===== config.mk =====
export PLATFORM = sky130hd
export DESIGN_NAME = fetch_pc_ctrl
export DESIGN_NICKNAME = d
export VERILOG_FILES = /design/src/rtl/fetch_pkg.sv /design/src/rtl/fetch_pc_ctrl_next_pc_sel.sv /design/src/rtl/fetch_pc_ctrl.sv
export SDC_FILE = /design/constraint.sdc
export NUM_CORES = 1
export LEC_CHECK = 0
export BUFFER_PORTS_ARGS = -buffer_cell sky130_fd_sc_hd__buf_2
export CAP_MARGIN = 20
export CELL_PAD_IN_SITES_DETAIL_PLACEMENT = 2
export CELL_PAD_IN_SITES_GLOBAL_PLACEMENT = 2
export CORE_MARGIN = 4
export CORE_UTILIZATION = 31
export CTS_CLUSTER_DIAMETER = 150
export CTS_CLUSTER_SIZE = 28
export DETAILED_ROUTE_END_ITERATION = 8
export PLACE_DENSITY = 0.83
export REMOVE_ABC_BUFFERS = 1
export SYNTH_ARGS = -nofsm -noshare
export SYNTH_HDL_FRONTEND = slang
export SYNTH_SLANG_ARGS = --single-unit

===== constraint.sdc =====
create_clock -name clk_i -period 3.9 [get_ports clk_i]
set_clock_uncertainty 0.2 [all_clocks]
set_input_delay 0.39 -clock clk_i [delete_from_list [all_inputs] [get_ports clk_i]]
set_output_delay 0.39 -clock clk_i [all_outputs]
set_load 0.005 [all_outputs]

===== src/rtl/fetch_pkg.sv =====
// Shared definitions for the fetch-stage PC controller.
//   PC_W        : architectural PC / counter width
//   PC_STEP_DEF : default sequential increment in bytes (no C extension)
//   stat_t      : fetch status encoding driven on stat_o
package fetch_pkg;

   localparam int unsigned PC_W = 64;
   localparam logic [PC_W-1:0] PC_STEP_DEF = 64'd4;

   typedef enum logic [1:0] {
      ST_RUN      = 2'b00,
      ST_HALT     = 2'b01,
      ST_IMEM_ERR = 2'b10,
      ST_MISALIGN = 2'b11
   } stat_t;

endpackage


===== src/rtl/fetch_pc_ctrl_next_pc_sel.sv =====
// next_pc_sel: combinational next-PC target computation and priority mux.
// Priority: jalr > jal > branch_taken > sequential. All adds wrap mod 2^PC_W.
// Ports:
//   pc, imm, rs1          : current PC, sign-extended immediate, JALR base
//   jal, jalr, branch_taken : control-transfer selects
//   pc_next               : selected candidate next PC
//   misaligned            : pc_next is not 4-byte aligned
module next_pc_sel
   import fetch_pkg::*;
#(
   parameter logic [PC_W-1:0] PC_STEP = PC_STEP_DEF
) (
   input  logic [PC_W-1:0] pc,
   input  logic [PC_W-1:0] imm,
   input  logic [PC_W-1:0] rs1,
   input  logic            jal,
   input  logic            jalr,
   input  logic            branch_taken,
   output logic [PC_W-1:0] pc_next,
   output logic            misaligned
);

   logic [PC_W-1:0] jalr_sum;

   always_comb begin
      jalr_sum = rs1 + imm;
      pc_next  = pc + PC_STEP;
      if (jalr) begin
         // JALR target has bit 0 forced to zero
         pc_next = {jalr_sum[PC_W-1:1], 1'b0};
      end else if (jal || branch_taken) begin
         pc_next = pc + imm;
      end
      misaligned = (pc_next[1:0] != 2'b00);
   end

endmodule


===== src/rtl/fetch_pc_ctrl.sv =====
// fetch_pc_ctrl: fetch-stage PC owner. Holds the architectural PC, selects the
// next PC, runs a sticky status FSM and keeps instret/cycle counters.
// Ports:
//   clk_i, rst_i         : clock (rising edge), synchronous active-high reset
//   stall_i              : hold PC and instret this cycle
//   halt_i               : ECALL/EBREAK decoded at current PC
//   imem_error_i         : instruction memory error
//   branch_taken_i, jal_i, jalr_i, imm_i, rs1_i : next-PC controls/operands
//   pc_o                 : current PC to instruction memory
//   pc_next_o            : combinational candidate next PC
//   stat_o               : 00 RUN, 01 HALT, 10 IMEM_ERR, 11 MISALIGN
//   instret_o, cycle_o   : retired-instruction count, cycles spent in RUN
module fetch_pc_ctrl
   import fetch_pkg::*;
#(
   parameter logic [PC_W-1:0] RESET_PC = 64'h0,
   parameter logic [PC_W-1:0] PC_STEP  = PC_STEP_DEF
) (
   input  logic            clk_i,
   input  logic            rst_i,
   input  logic            stall_i,
   input  logic            halt_i,
   input  logic            imem_error_i,
   input  logic            branch_taken_i,
   input  logic            jal_i,
   input  logic            jalr_i,
   input  logic [PC_W-1:0] imm_i,
   input  logic [PC_W-1:0] rs1_i,
   output logic [PC_W-1:0] pc_o,
   output logic [PC_W-1:0] pc_next_o,
   output logic [1:0]      stat_o,
   output logic [PC_W-1:0] instret_o,
   output logic [PC_W-1:0] cycle_o
);

   stat_t           stat_q;
   logic [PC_W-1:0] pc_q;
   logic [PC_W-1:0] instret_q;
   logic [PC_W-1:0] cycle_q;
   logic [PC_W-1:0] pc_next;
   logic            misaligned;

   next_pc_sel #(
      .PC_STEP (PC_STEP)
   ) u_next_pc_sel (
      .pc           (pc_q),
      .imm          (imm_i),
      .rs1          (rs1_i),
      .jal          (jal_i),
      .jalr         (jalr_i),
      .branch_taken (branch_taken_i),
      .pc_next      (pc_next),
      .misaligned   (misaligned)
   );

   always_ff @(posedge clk_i) begin
      if (rst_i) begin
         stat_q    <= ST_RUN;
         pc_q      <= RESET_PC;
         instret_q <= '0;
         cycle_q   <= '0;
      end else begin
         case (stat_q)
            ST_RUN: begin
               cycle_q <= cycle_q + 64'd1;
               // stall outranks every event, including a memory error
               if (!stall_i) begin
                  if (imem_error_i) begin
                     stat_q <= ST_IMEM_ERR;
                  end else if (halt_i) begin
                     stat_q    <= ST_HALT;
                     instret_q <= instret_q + 64'd1;
                  end else if (misaligned) begin
                     stat_q <= ST_MISALIGN;
                  end else begin
                     pc_q      <= pc_next;
                     instret_q <= instret_q + 64'd1;
                  end
               end
            end
            default: begin
               // terminal states: everything frozen until reset
            end
         endcase
      end
   end

   assign pc_o      = pc_q;
   assign pc_next_o = pc_next;
   assign stat_o    = stat_q;
   assign instret_o = instret_q;
   assign cycle_o   = cycle_q;

endmodule


# Word-level counts from Yosys, hierarchy flattened
# Cells that the tools add are included.
[word_totals] reg_bits=194 word_cells=28 in_bits=136 out_inout_bits=258
[op_classes] add_sub_neg=5 n_reduce_logical=7 eq_ne=1 n_mux=7 n_bitwise=4
[ops] operator="64-bit two-way mux" count=4
[ops] operator="64-bit by 1-bit adder with 64-bit output, second input constant" count=2
[ops] operator="64-bit adder" count=2
[ops] operator="64-bit by 3-bit adder with 64-bit output, second input constant" count=1
[ops] operator="2-bit two-way mux" count=3
[ops] operator="5-bit AND reduction" count=1
[ops] operator="1-bit inverter" count=4
[ops] operator="4-bit AND reduction" count=1
[ops] operator="3-bit AND reduction" count=1
[ops] operator="3-bit nonzero test" count=1
[ops] operator="2-bit logical NOT" count=1
[ops] operator="2-bit inequality test, second input constant" count=1
[ops] operator="2-bit nonzero test" count=1
[ops] operator="1-bit logical OR" count=1

# Logic depth before layout (Yosys ltp)
[depth] ltp_word=7 depth_mapped=13

# Modules after synthesis
# A second synthesis with hierarchy kept.
[hier_totals] cells_unflattened=2549 hier_area_um2=18291.3
[by_module_without_submodules] mod="next_pc_sel" seq_area_each_um2=0.0 area_each_um2=9859.5 n_inst=1 cells_each=1511
[by_module_without_submodules] mod="fetch_pc_ctrl" seq_area_each_um2=3883.7 area_each_um2=8431.8 n_inst=1 cells_each=1038

# Worst setup path before layout
# No wires, ideal clock.
[synth_timing] path_kind="input-to-output" startpoint="input imm_i[0]" endpoint="output pc_next_o[40]" path_buffers=0 slack_ns=0.177 path_stages=12 arrival_ns=3.133 cell_sequence="ha_1 > fa_1 > a211o_1 > a2111oi_2 > o31a_1 > o21ai_1 > a211o_1 > a21oi_1 > o21ai_0 > xor2_1 > o21ai_0 > nand2_1"
[synth_between] elab_chain_cells=3 elab_cells_between_ends=4 cone_classes="2 x add/sub; 2 x mux"
[synth_lines] item="start: declaration" line="fetch_pc_ctrl.sv:27" source="input logic [PC_W-1:0] imm_i,"
[synth_lines] item="64-bit adder" line="fetch_pc_ctrl_next_pc_sel.sv:32" source="pc_next = pc + imm;"
[synth_lines] item="64-bit two-way mux" line="fetch_pc_ctrl_next_pc_sel.sv:31" source="end else if (jal || branch_taken) begin"
[synth_lines] item="64-bit two-way mux (*)" line="fetch_pc_ctrl_next_pc_sel.sv:28" source="if (jalr) begin"
[synth_lines] item="end: declaration" line="fetch_pc_ctrl.sv:30" source="output logic [PC_W-1:0] pc_next_o,"
# Every way passes the cells marked *; elsewhere a longest branch is shown, timed or not.

# Worst setup path in the final report
[layout_timing] startpoint="register pc_q[26] (netlist: pc_o[26])" endpoint="output pc_next_o[62]"
[layout_between] elab_chain_cells=3 elab_cells_between_ends=4 cone_classes="2 x add/sub; 2 x mux"
[layout_lines] item="start: declaration" line="fetch_pc_ctrl.sv:37" source="logic [PC_W-1:0] pc_q;"
[layout_lines] item="start signal: assignment" line="fetch_pc_ctrl.sv:76" source="pc_q <= pc_next;"
[layout_lines] item="64-bit by 3-bit adder with 64-bit output or 64-bit adder (tied branches)" line="fetch_pc_ctrl_next_pc_sel.sv:27, fetch_pc_ctrl_next_pc_sel.sv:32"
[layout_lines] item="64-bit two-way mux (*)" line="fetch_pc_ctrl_next_pc_sel.sv:31"
[layout_lines] item="64-bit two-way mux (*)" line="fetch_pc_ctrl_next_pc_sel.sv:28"
# Marked as above.

==> results.cfg <==
[run_status]
outcome = complete, but fails checks
violations = negative setup slack

[clock_tree]
cts_buffer_depth = 2
cts_tree = done
cts_htree_levels = 4
numCtsBuffers = 17
clkSlewWorstSetupHoldPaths_ns = 0.11
cts.sinks = 194
cts_root_buffer = clkbuf_16
clk_latency_ns = 0.52

[global_routing]
grt_pass1_vias = 27331
antenna_found_initial = 8
grt_max_degree = 77
grt_pass1_wl_um = 173000
grt_overflow_total = 0
grt_use_total_pct = 35.1

[drt]
wl_per_cell_um = 32.8
drc_errors = 0
num_vias = 25969
drt-pass1-iter-count = 5
routed_via_density = 6.39
route.final.wire_length_um = 133000
drt_iter0_markers = 2248
ant_nets = 0

[critical_path]
crit_type = flop to primary output
crit_start = pc_o[26]
arrival_ns = 4.20
critical_path.max_fanout = 5
crit_end = pc_next_o[62]
end_kind = primary output
reg2reg_to = pc_o[24]
r2r_slack_ns = -0.39
reg2reg_from = pc_o[0]
worst-r2r-cell-count = 21
required_ns = 3.31
worstSetupStartpointType = flop

[yosys]
yosysUniqueCellTypes = 90
synthTopCellsByArea = dfxtp_1, ha_1, xor2_1
syn_area_um2 = 18200
synth_most_common_cell = nor2_1
avgSynthCellArea_um2 = 7.12
yosys_warnings = 0
synth_top_cell_area_share_pct = 21.3
synth_top_flop_cell = dfxtp_1
synth.largest_area_cell = dfxtp_1
ys_seq_area_share_pct = 21.3
async_reset_ff_share_pct = 0
synth_cells = 2555
ys_seq_elements = 194
yosys-top-cells-count = nor2_1, nand2_1, a21oi_1, dfxtp_1, o21ai_0
synth-edff-count = 0

[timing]
slew-limit-headroom_pct = 42.1
finalHoldViolCount = 0
setup_tns_ns = -27.68
setup_viol = 60
finalCriticalPeriod_ns = 4.79
grt_setup_unrepaired = yes
fin_ws_ns = -0.894
finalCritPeriodShare_pct = 123
max_freq_mhz = 209
holdWs_ns = 0.120
tightest_slew_ns = 0.869
drv_slew = 0

[place]
port_buffers = 393
place_inst = 3957
placed_cell_area_um2 = 23500
post-dp-hpwl_um = 84700
finalWeightedCongestion = 0.969

[finish]
layout.nets = 3543
instances_no_fill = 4064
fin_area_um2 = 25900
area_delta_synth_final_pct = 42.5
final_layout_size_suffix_gt1_share_pct = 33.7

[pwr]
p_per_area_nw_per_um2 = 264
seqPwrFrac_pct = 29.9
power_mw = 6.85
pwr-share-comb_pct = 40.9
power.share.switching_pct = 42.1
leakagePower_nw = 11.3
clkPwrFrac_pct = 29.2
p_int_mw = 3.97
switchingPower_mw = 2.88
peakVddDrop_uv = 312

[die]
die_area_um2 = 62600
fp-row-count = 88
die_width_um = 250
io_pins = 394
start_util_pct = 31.4
core-area_um2 = 57900
fp.dieH_um = 250

[hold_path]
whs_path_depth = 5
hold_path.class = primary input to flop

[job]
cap_violations = 0
[cells in the final DEF (no fill, tap or decap), drive strengths merged, types with 24 or more instances in the layout]
cell type  count
a211oi        29
xor2         143
o21ai        163
buf          833
xnor2        107
a31oi         24
nor3          57
or3           50
a21o          40
nand4         89
nand2        297
ha           128
o21bai        24
nand3        111
and4          26
nor2         310
dfxtp        194
a21oi        244
inv           59
and3          45
o21a          31
[routing by layer]
metal	routed length, um	vias up	global-route usage [%]
met5	11	-	0
met4	12800	2	22.8
met3	10000	748	5.88
met2	62700	1563	61.5
met1	47500	12942	39.3
li1	-	10714	-
[cell type report]
cell class,instances,area [um2]
timing repair buffer,834,5400
fill,6617,32000
clock inverter,14,178
multi-input combinational,2177,14900
inverter,53,199
tap,765,957
sequential,194,3890
clock buffer,18,429
antenna,9,22.5
[timing repair]
action | CTS | global route
endpoints found under the setup margin | 68 | 64
setup buffers | 34 | 35
resized for setup | 156 | 156
hold buffers | 1 | 0
pin swaps | 60 | 90
endpoints found under the hold margin | 1 | 0
[sequential cells by signal, indices dropped and copies added, names as in the netlist]
register,count
stat_o,2
cycle_o,64
instret_o,64
pc_o,64
[worst min path at each step]
| stage | from | endpoint | slack, ns |
|---|---|---|---|
| floorplan | rst_i | cycle_o[15] | 0.26 |
| global placement | instret_o[62] | instret_o[62] | 0.28 |
| detailed placement | instret_o[30] | instret_o[30] | 0.30 |
| CTS | imem_error_i | stat_o[1] | 0.11 |
| global route | imem_error_i | stat_o[1] | 0.18 |
| finish | imem_error_i | stat_o[1] | 0.12 |
[power groups by stage]
stage	logic, mW	clock network [mW]	registers (mW)
detailed placement	2.27	0	2.08
CTS	2.42	1.97	2.04
finish	2.80	2.00	2.05
floorplan	1.06	0	2.09
global route	2.90	2.09	2.05
global placement	2.14	0	2.08
[cells by family after synthesis]
family,count (synthesis),share of synthesized area (%)
mux,19,1.10
compound gates,691,23.7
flops,194,21.3
buf+inv,184,3.83
simple gates,1087,29.0
fa+ha+maj,130,9.02
xor+xnor,250,12.0
[critical path, stage by stage (launching register included)]
cell      delay, ns
dfxtp_1        0.59
buf_4          0.24
nand4_1        0.35
nor4_1         0.44
nand4_1        0.16
buf_4          0.22
nor2_1         0.20
and3_1         0.22
xnor2_1        0.15
o22ai_1        0.16
a211oi_1       0.54
buf_4          0.22
nand2_2        0.06
buf_6          0.13
[metrics by stage]
step / util [%] / setup WS (ns)
finish: 44.8 / -0.894
global route: 44.8 / -0.992
CTS: 43.1 / -0.619
detailed placement: 40.6 / -0.712
global placement: 40.6 / -0.574
floorplan: - / -3.33
No activity file was read; power rests on OpenSTA's default activity.
